<file path="src/rtl/dmem_arbiter_if.sv">
// rtl/dmem_arbiter_if.sv - requester and RAM-side signal bundle for the data memory arbiter
interface dmem_arbiter_if #(
    parameter int dataW = 32,
    parameter int addrW = 16
);
    logic             cpuReq;
    logic             cpuWE;
    logic [addrW-1:0] cpuAddr;
    logic [dataW-1:0] cpuWData;
    logic             cpuGnt;
    logic             cpuRValid;
    logic [dataW-1:0] cpuRData;

    logic             dbgReq;
    logic             dbgWE;
    logic             dbgHold;
    logic [addrW-1:0] dbgAddr;
    logic [dataW-1:0] dbgWData;
    logic             dbgGnt;
    logic             dbgRValid;
    logic [dataW-1:0] dbgRData;

    logic [addrW-1:0] memAddr;
    logic [dataW-1:0] memDataW;
    logic             memRW;
    logic [dataW-1:0] memDataR;

    // Environment view: both requesters plus the RAM
    modport master (
        output cpuReq, cpuWE, cpuAddr, cpuWData,
        input  cpuGnt, cpuRValid, cpuRData,
        output dbgReq, dbgWE, dbgHold, dbgAddr, dbgWData,
        input  dbgGnt, dbgRValid, dbgRData,
        input  memAddr, memDataW, memRW,
        output memDataR
    );

    modport slave (
        input  cpuReq, cpuWE, cpuAddr, cpuWData,
        output cpuGnt, cpuRValid, cpuRData,
        input  dbgReq, dbgWE, dbgHold, dbgAddr, dbgWData,
        output dbgGnt, dbgRValid, dbgRData,
        output memAddr, memDataW, memRW,
        input  memDataR
    );
endinterface

</file>
<file path="src/rtl/dmem_arbiter.sv">
// rtl/dmem_arbiter.sv - round-robin CPU/debug arbiter for the single-port data RAM
module dmem_arbiter #(
    parameter int dataW    = 32,
    parameter int addrW    = 16,
    parameter int HOLD_MAX = 8
) (
    input logic           sysCLK,
    input logic           sysRST,
    dmem_arbiter_if.slave bus
);
    typedef enum logic [1:0] {
        OWN_IDLE = 2'd0,
        OWN_CPU  = 2'd1,
        OWN_DBG  = 2'd2
    } owner_t;

    localparam logic [3:0] HOLD_LIM = 4'(HOLD_MAX);

    owner_t     lastOwner, ownerNext;
    logic [3:0] holdCnt, holdNext;
    logic       cpuWin, dbgWin;
    logic       rdValid, rdDbg;
    logic       rdValidNext;

    always_ff @(posedge sysCLK) begin
        if (sysRST) begin
            lastOwner <= OWN_IDLE;
            holdCnt   <= 4'd0;
            rdValid   <= 1'b0;
            rdDbg     <= 1'b0;
        end else begin
            lastOwner <= ownerNext;
            holdCnt   <= holdNext;
            rdValid   <= rdValidNext;
            rdDbg     <= dbgWin;
        end
    end

    always_comb begin
        cpuWin      = 1'b0;
        dbgWin      = 1'b0;
        ownerNext   = lastOwner;
        holdNext    = holdCnt;
        rdValidNext = 1'b0;

        // Grants are suppressed while reset is held so nothing commits mid-reset
        if (!sysRST) begin
            if (bus.cpuReq && bus.dbgReq) begin
                if (lastOwner == OWN_DBG && bus.dbgHold && holdCnt < HOLD_LIM)
                    dbgWin = 1'b1;
                else if (lastOwner == OWN_CPU)
                    dbgWin = 1'b1;
                else
                    cpuWin = 1'b1;
            end else if (bus.cpuReq) begin
                cpuWin = 1'b1;
            end else if (bus.dbgReq) begin
                dbgWin = 1'b1;
            end
        end

        if (cpuWin) ownerNext = OWN_CPU;
        if (dbgWin) ownerNext = OWN_DBG;

        // Starvation counter only runs while the CPU is actually waiting
        if (!bus.cpuReq || cpuWin)
            holdNext = 4'd0;
        else if (dbgWin && holdCnt < HOLD_LIM)
            holdNext = holdCnt + 4'd1;

        rdValidNext = (cpuWin && !bus.cpuWE) || (dbgWin && !bus.dbgWE);
    end

    always_comb begin
        bus.memAddr  = bus.cpuAddr;
        bus.memDataW = bus.cpuWData;
        bus.memRW    = 1'b0;
        if (cpuWin) begin
            bus.memRW = bus.cpuWE;
        end else if (dbgWin) begin
            bus.memAddr  = bus.dbgAddr;
            bus.memDataW = bus.dbgWData;
            bus.memRW    = bus.dbgWE;
        end
    end

    assign bus.cpuGnt    = cpuWin;
    assign bus.dbgGnt    = dbgWin;
    // A tag still in flight when reset arrives is swallowed, not returned
    assign bus.cpuRValid = rdValid && !rdDbg && !sysRST;
    assign bus.dbgRValid = rdValid && rdDbg && !sysRST;
    assign bus.cpuRData  = bus.memDataR;
    assign bus.dbgRData  = bus.memDataR;
endmodule

</file>
<file path="src/flat_wrapper.sv">
// flat-port wrapper written by rule: the top's interface ports become plain ports
module dmem_arbiter_flat 
#(
    parameter int dataW    = 32,
    parameter int addrW    = 16,
    parameter int HOLD_MAX = 8
)
  (sysCLK, sysRST, bus_cpuReq, bus_cpuWE, bus_cpuAddr, bus_cpuWData, bus_cpuGnt, bus_cpuRValid, bus_cpuRData, bus_dbgReq, bus_dbgWE, bus_dbgHold, bus_dbgAddr, bus_dbgWData, bus_dbgGnt, bus_dbgRValid, bus_dbgRData, bus_memAddr, bus_memDataW, bus_memRW, bus_memDataR);
  dmem_arbiter_if #(.dataW(dataW), .addrW(addrW)) bus_i ();
  input logic sysCLK;
  input logic sysRST;
  input wire logic [$bits(bus_i.cpuReq)-1:0] bus_cpuReq;
  input wire logic [$bits(bus_i.cpuWE)-1:0] bus_cpuWE;
  input wire logic [$bits(bus_i.cpuAddr)-1:0] bus_cpuAddr;
  input wire logic [$bits(bus_i.cpuWData)-1:0] bus_cpuWData;
  output wire logic [$bits(bus_i.cpuGnt)-1:0] bus_cpuGnt;
  output wire logic [$bits(bus_i.cpuRValid)-1:0] bus_cpuRValid;
  output wire logic [$bits(bus_i.cpuRData)-1:0] bus_cpuRData;
  input wire logic [$bits(bus_i.dbgReq)-1:0] bus_dbgReq;
  input wire logic [$bits(bus_i.dbgWE)-1:0] bus_dbgWE;
  input wire logic [$bits(bus_i.dbgHold)-1:0] bus_dbgHold;
  input wire logic [$bits(bus_i.dbgAddr)-1:0] bus_dbgAddr;
  input wire logic [$bits(bus_i.dbgWData)-1:0] bus_dbgWData;
  output wire logic [$bits(bus_i.dbgGnt)-1:0] bus_dbgGnt;
  output wire logic [$bits(bus_i.dbgRValid)-1:0] bus_dbgRValid;
  output wire logic [$bits(bus_i.dbgRData)-1:0] bus_dbgRData;
  output wire logic [$bits(bus_i.memAddr)-1:0] bus_memAddr;
  output wire logic [$bits(bus_i.memDataW)-1:0] bus_memDataW;
  output wire logic [$bits(bus_i.memRW)-1:0] bus_memRW;
  input wire logic [$bits(bus_i.memDataR)-1:0] bus_memDataR;
  assign bus_i.cpuReq = bus_cpuReq;
  assign bus_i.cpuWE = bus_cpuWE;
  assign bus_i.cpuAddr = bus_cpuAddr;
  assign bus_i.cpuWData = bus_cpuWData;
  assign bus_cpuGnt = bus_i.cpuGnt;
  assign bus_cpuRValid = bus_i.cpuRValid;
  assign bus_cpuRData = bus_i.cpuRData;
  assign bus_i.dbgReq = bus_dbgReq;
  assign bus_i.dbgWE = bus_dbgWE;
  assign bus_i.dbgHold = bus_dbgHold;
  assign bus_i.dbgAddr = bus_dbgAddr;
  assign bus_i.dbgWData = bus_dbgWData;
  assign bus_dbgGnt = bus_i.dbgGnt;
  assign bus_dbgRValid = bus_i.dbgRValid;
  assign bus_dbgRData = bus_i.dbgRData;
  assign bus_memAddr = bus_i.memAddr;
  assign bus_memDataW = bus_i.memDataW;
  assign bus_memRW = bus_i.memRW;
  assign bus_i.memDataR = bus_memDataR;
  dmem_arbiter #(.dataW(dataW), .addrW(addrW), .HOLD_MAX(HOLD_MAX)) u_core (.sysCLK(sysCLK), .sysRST(sysRST), .bus(bus_i));
endmodule
</file>
<file path="config.mk">
export PLATFORM = sky130hd
export DESIGN_NAME = dmem_arbiter_flat
export DESIGN_NICKNAME = d
export VERILOG_FILES = /design/src/rtl/dmem_arbiter_if.sv /design/src/rtl/dmem_arbiter.sv /design/src/flat_wrapper.sv
export SDC_FILE = /design/constraint.sdc
export NUM_CORES = 1
export LEC_CHECK = 0
export BUFFER_PORTS_ARGS = -buffer_cell sky130_fd_sc_hd__buf_2
export CAP_MARGIN = 30
export CORE_AREA = 2 2 98 100
export DETAILED_ROUTE_END_ITERATION = 8
export DIE_AREA = 0 0 100 102
export GPL_TIMING_DRIVEN = 0
export SYNTH_ARGS = -nofsm -noshare
export SYNTH_HDL_FRONTEND = slang
export SYNTH_SLANG_ARGS = --single-unit
</file>
<file path="constraint.sdc">
create_clock -name sysCLK -period 3.4 [get_ports sysCLK]
set_input_delay 0.51 -clock sysCLK [delete_from_list [all_inputs] [get_ports sysCLK]]
set_output_delay 0.51 -clock sysCLK [all_outputs]
set_load 0.01 [all_outputs]
</file>
# After elaboration in Yosys (flattened, before gate mapping)
# Cells that the tools add are included.
[totals] reg_bits=8 latchBits=0 mem_bits_rw=0 mem_bits_ro=0 input_bits=135 output_inout_bits=117 mem_count=0
[op_classes] addsub=1 multipliers=0 div=0 magnitude_cmp=1 eq_ne=2 shifts=0 muxes=19 bitwise_logic=0 reduce_logical=20
[op_table] operator="32-bit 2-to-1 mux" n=2
[op_table] operator="16-bit 2-to-1 mux" n=2
[op_table] operator="1-bit 2-to-1 mux" n=13
[op_table] operator="1-bit logical AND" n=10
[op_table] operator="1-bit logical NOT" n=5
[op_table] operator="4-bit by 1-bit adder with 4-bit output, second input constant" n=1
[op_table] operator="4-bit < comparator, second input constant" n=1
[op_table] operator="2-bit 2-to-1 mux" n=2
[op_table] operator="2-bit OR reduction" n=2
[op_table] operator="2-bit by 1-bit == test with 1-bit output, second input constant" n=1
[op_table] operator="2-bit == test, second input constant" n=1
[op_table] operator="1-bit logical OR" n=2
[op_table] operator="2-bit nonzero test" n=1

# Depth between registers and ports, before layout
[logic_depth] word_depth=8 ltp_mapped=5 mapped_depth_nobuf=4

# Least setup slack after synthesis
# OpenSTA, ideal clock, no wires.
[synth_path] path_kind="input-to-output" startpoint="input sysRST" endpoint="output bus_memDataW[22]" arrival_ns=1.729 t_required_ns=2.890 path_slack_ns=1.161 cell_stages=5 path_cell_list="clkbuf_1 > a311oi_2 > buf_6 > buf_8 > mux2_1"
[synth_between] elab_chain_len=3
[synth_rtl] item="start, declared" line_no="flat_wrapper.sv:11" rtl="input logic sysRST;"
[synth_rtl] item="1-bit 2-to-1 mux" line_no="dmem_arbiter.sv:47" rtl="if (!sysRST) begin"
[synth_rtl] item="named net bus_dbgGnt" line_no="flat_wrapper.sv:24" rtl="output wire logic [$bits(bus_i.dbgGnt)-1:0] bus_dbgGnt;"
[synth_rtl] item="32-bit 2-to-1 mux" line_no="dmem_arbiter.sv:80" rtl="end else if (dbgWin) begin"
[synth_rtl] item="32-bit 2-to-1 mux" line_no="dmem_arbiter.sv:78" rtl="if (cpuWin) begin"
[synth_rtl] item="end, declared" line_no="flat_wrapper.sv:28" rtl="output wire logic [$bits(bus_i.memDataW)-1:0] bus_memDataW;"
# The timed path passes the listed nets, and every way through them passes these cells.

# Final worst setup path
[layout_path] startpoint="register u_core.holdCnt[3]" endpoint="output bus_memDataW[25]"
[layout_between] elab_chain_len=7
[layout_rtl] item="start, declared" line_no="dmem_arbiter.sv:20" rtl="logic [3:0] holdCnt, holdNext;"
[layout_rtl] item="start signal, assigned" line_no="dmem_arbiter.sv:33" rtl="holdCnt <= holdNext;"
[layout_rtl] item="4-bit < comparator (*)" line_no="dmem_arbiter.sv:49" rtl="if (lastOwner == OWN_DBG && bus.dbgHold && holdCnt < HOLD_LIM)"
[layout_rtl] item="1-bit logical AND (*)" line_no="dmem_arbiter.sv:49"
[layout_rtl] item="1-bit 2-to-1 mux" line_no="dmem_arbiter.sv:49"
[layout_rtl] item="1-bit 2-to-1 mux" line_no="dmem_arbiter.sv:48" rtl="if (bus.cpuReq && bus.dbgReq) begin"
[layout_rtl] item="1-bit 2-to-1 mux" line_no="dmem_arbiter.sv:47"
[layout_rtl] item="32-bit 2-to-1 mux" line_no="dmem_arbiter.sv:80"
[layout_rtl] item="32-bit 2-to-1 mux (*)" line_no="dmem_arbiter.sv:78"
# Mark *: on every way between the ends. The rest lies on a longest branch, timed or not.

==> metrics.txt <==
outcome completed; critical path startpoint category flop; final hold violation count 0; CTS HTree Levels 1; Core Footprint 9109 µm²; clock buffer depth 2; cell row count 35; xor-xnor portion of the synthesized cell area 1.187%; clock slew at reported path FFs 0.04 ns; PostCTS Resize Cnt 0; Slew headroom 67.65%; grt ovf 0; Worst Skew ~0.0024 ns; TNS Setup 0 ns; residual DRC count 0; top cell type's share of synthesized area 34.10%; RSZ-0062 raised after global routing false; ratio of cells with drive above 1 in the final layout 87.83%; EDFF count, synth 0; fin. max-slew vios 0; die width 100 µm; crit end category output pin; cts bufs inserted 3; yosys warns 0; cell taking the most area after synthesis buf_4; Max-Cap Viols 0; Die Footprint 10200 µm²; asr flop ratio synth 0%; Initial Util 16.20%; Port Buffers 217; Total Wirelength 6274 µm; Min Hold Slack around 0.51 ns; drt first pass iters 3; vias per cell 3.746; TritonCTS clock tree done; CP Data Arrival Time 2.19 ns; pwr dens around 200 nW/µm²; Wirelength per Cell 12.83 µm; CP Data Required Time 2.89 ns; main area contributors after synthesis buf_4, mux2_2, dfxtp_1, mux2_1, nand4bb_4; Starting DRT DRC Count 12; cts hold-fix bufs 0; Hold Crit Class reg -> reg; Post-CTS Setup Repair Bufs 0; fin crit share 79.41%; Netlist cell types 25; setup violators final 0; DP Area 2700 µm²; largest family of logic cells by synthesized area multiplexers; Post-Synthesis Cells approximately 160; ANT cells 0; CTS sink cnt 8; setup ws final approximately 0.7 ns; Post-DP HPWL 5740 µm; Ports 252; Layout area overhead 85.84%; Synth Area in Simple Gates 8.312%; maximum clock frequency 370.4 MHz; routability cong. 0.7402; DP Worst Slack 0.7451 ns; fillers 961; Final Cell Area 2741 µm²; first-pass GRT wire length 8107 µm; post-synthesis register bit count 8; Crit Reg-Reg Startpoint u_core.holdCnt[3]$_SDFFE_PP0P_; crit path from u_core.holdCnt[3]$_SDFFE_PP0P_; fin crit period 2.700 ns; average cell area after synthesis 9.336 µm²; CP Max Fanout 10; nets 516; worst slew pin tran between 0.4 and 0.5 ns; Max VDD drop 231.8 µV; Post-synth top flop dfxtp_1; Worst Setup Path Type reg -> out; final antenna-violating net count 0; Vias 1832; initial antenna violation count 0; HP Start u_core.lastOwner[0]$_SDFFE_PP0P_; Die Y 102 µm; post-synthesis sequential area ratio between 10 and 15%; leak pwr 1.545 nW; Compound-Gate Fraction of Synth Area 3.393%; top post-synthesis cells by count buf_4, mux2_2, mux2_1; gr usage total 10.22%; root buf cell clkbuf_8; worst skew pair latency ~0.23 ns; Post-Syn Area 1475 µm²; multiplexer share of the synthesized area approximately two fifths; vias in the first global route around 1.6k; Adder-Cell Fraction of Synth Area 0.8482%; syn nets 294; top-count cell post-synth buf_4; largest net degree at the start of global routing 11
registers in the layout, indices dropped and copies added, names as in the netlist:
signal            cells
u_core.lastOwner      2
u_core.rdDbg          1
u_core.holdCnt        4
u_core.rdValid        1
cell type report:
cell class              count  area (µm²)  area share [%]
inverters                   1       3.754          0.1369
flip-flops and latches      8       160.2           5.842
clock buffers               3       41.29           1.506
well taps                 111       138.9           5.066
plain buffers              71       536.8           19.58
multi-input cells          78       774.5           28.25
repair buffers            217        1086           39.62
power by group:
| part | internal (mW) | total [mW] | switching (mW) |
|---|---|---|---|
| clock network | 0.0767 | 0.115 | 0.0379 |
| logic | 0.196 | 0.336 | 0.140 |
| registers | 0.0980 | 0.101 | 0.00276 |
path summary, 6_finish.rpt:
kind | endpoint | slack, ns | cells after the start
hold / removal | u_core.lastOwner[0]$_SDFFE_PP0P_ | 0.51 | 2
setup reg to reg | u_core.rdValid$_SDFF_PP0_ | 1.91 | 3
setup / recovery | bus_memDataW[25] | 0.70 | 6
hold reg to reg | u_core.lastOwner[0]$_SDFFE_PP0P_ | 0.51 | 2
logic make-up after synthesis:
group                    Yosys count
buffers and inverters             72
XOR/XNOR                           2
AO/OA/AOI/OAI                      6
multiplexers                      51
flip-flops                         8
AND/OR/NAND/NOR                   18
adder cells (fa/ha/maj)            1
placed cells by master, fill, tap and decap left out, types with 2 or more instances in the layout:
cell        n
buf_4      67
mux2i_1     2
clkbuf_1    2
mux2_2     40
mux2_1      9
nand2b_1    4
dfxtp_1     8
a31oi_1     2
nor2_1      4
clkbuf_8    3
nor3_1      5
buf_2     217
metal layers:
metal  share of wire [%]  wire [µm]  track usage (%)  up-vias
met4                0.40         25            1.686        0
met5                   0          0                0        -
met1                  37       2336            11.62      826
met2                  54       3358            19.75       86
li1                    -          -                -      918
met3                 8.8        553            2.326        2
per-stage QoR:
stage | std cells | power [mW] | util (%)
floorplan | 158 | 0.2885 | -
finish | 489 | 0.5510 | 30.10
global route | 489 | 0.5883 | 30.10
global placement | 486 | 0.4390 | 29.64
CTS | 489 | 0.5587 | 30.10
detailed placement | 486 | 0.4430 | 29.64
critical path: stages, from the launching register on:
cell       delay (ns)
dfxtp_1          0.36
nand4bb_4        0.24
a311oi_2         0.49
buf_6            0.23
buf_8            0.15
mux2_1           0.34
buf_2            0.15
Note: power is estimated with default switching activity, not from simulation.
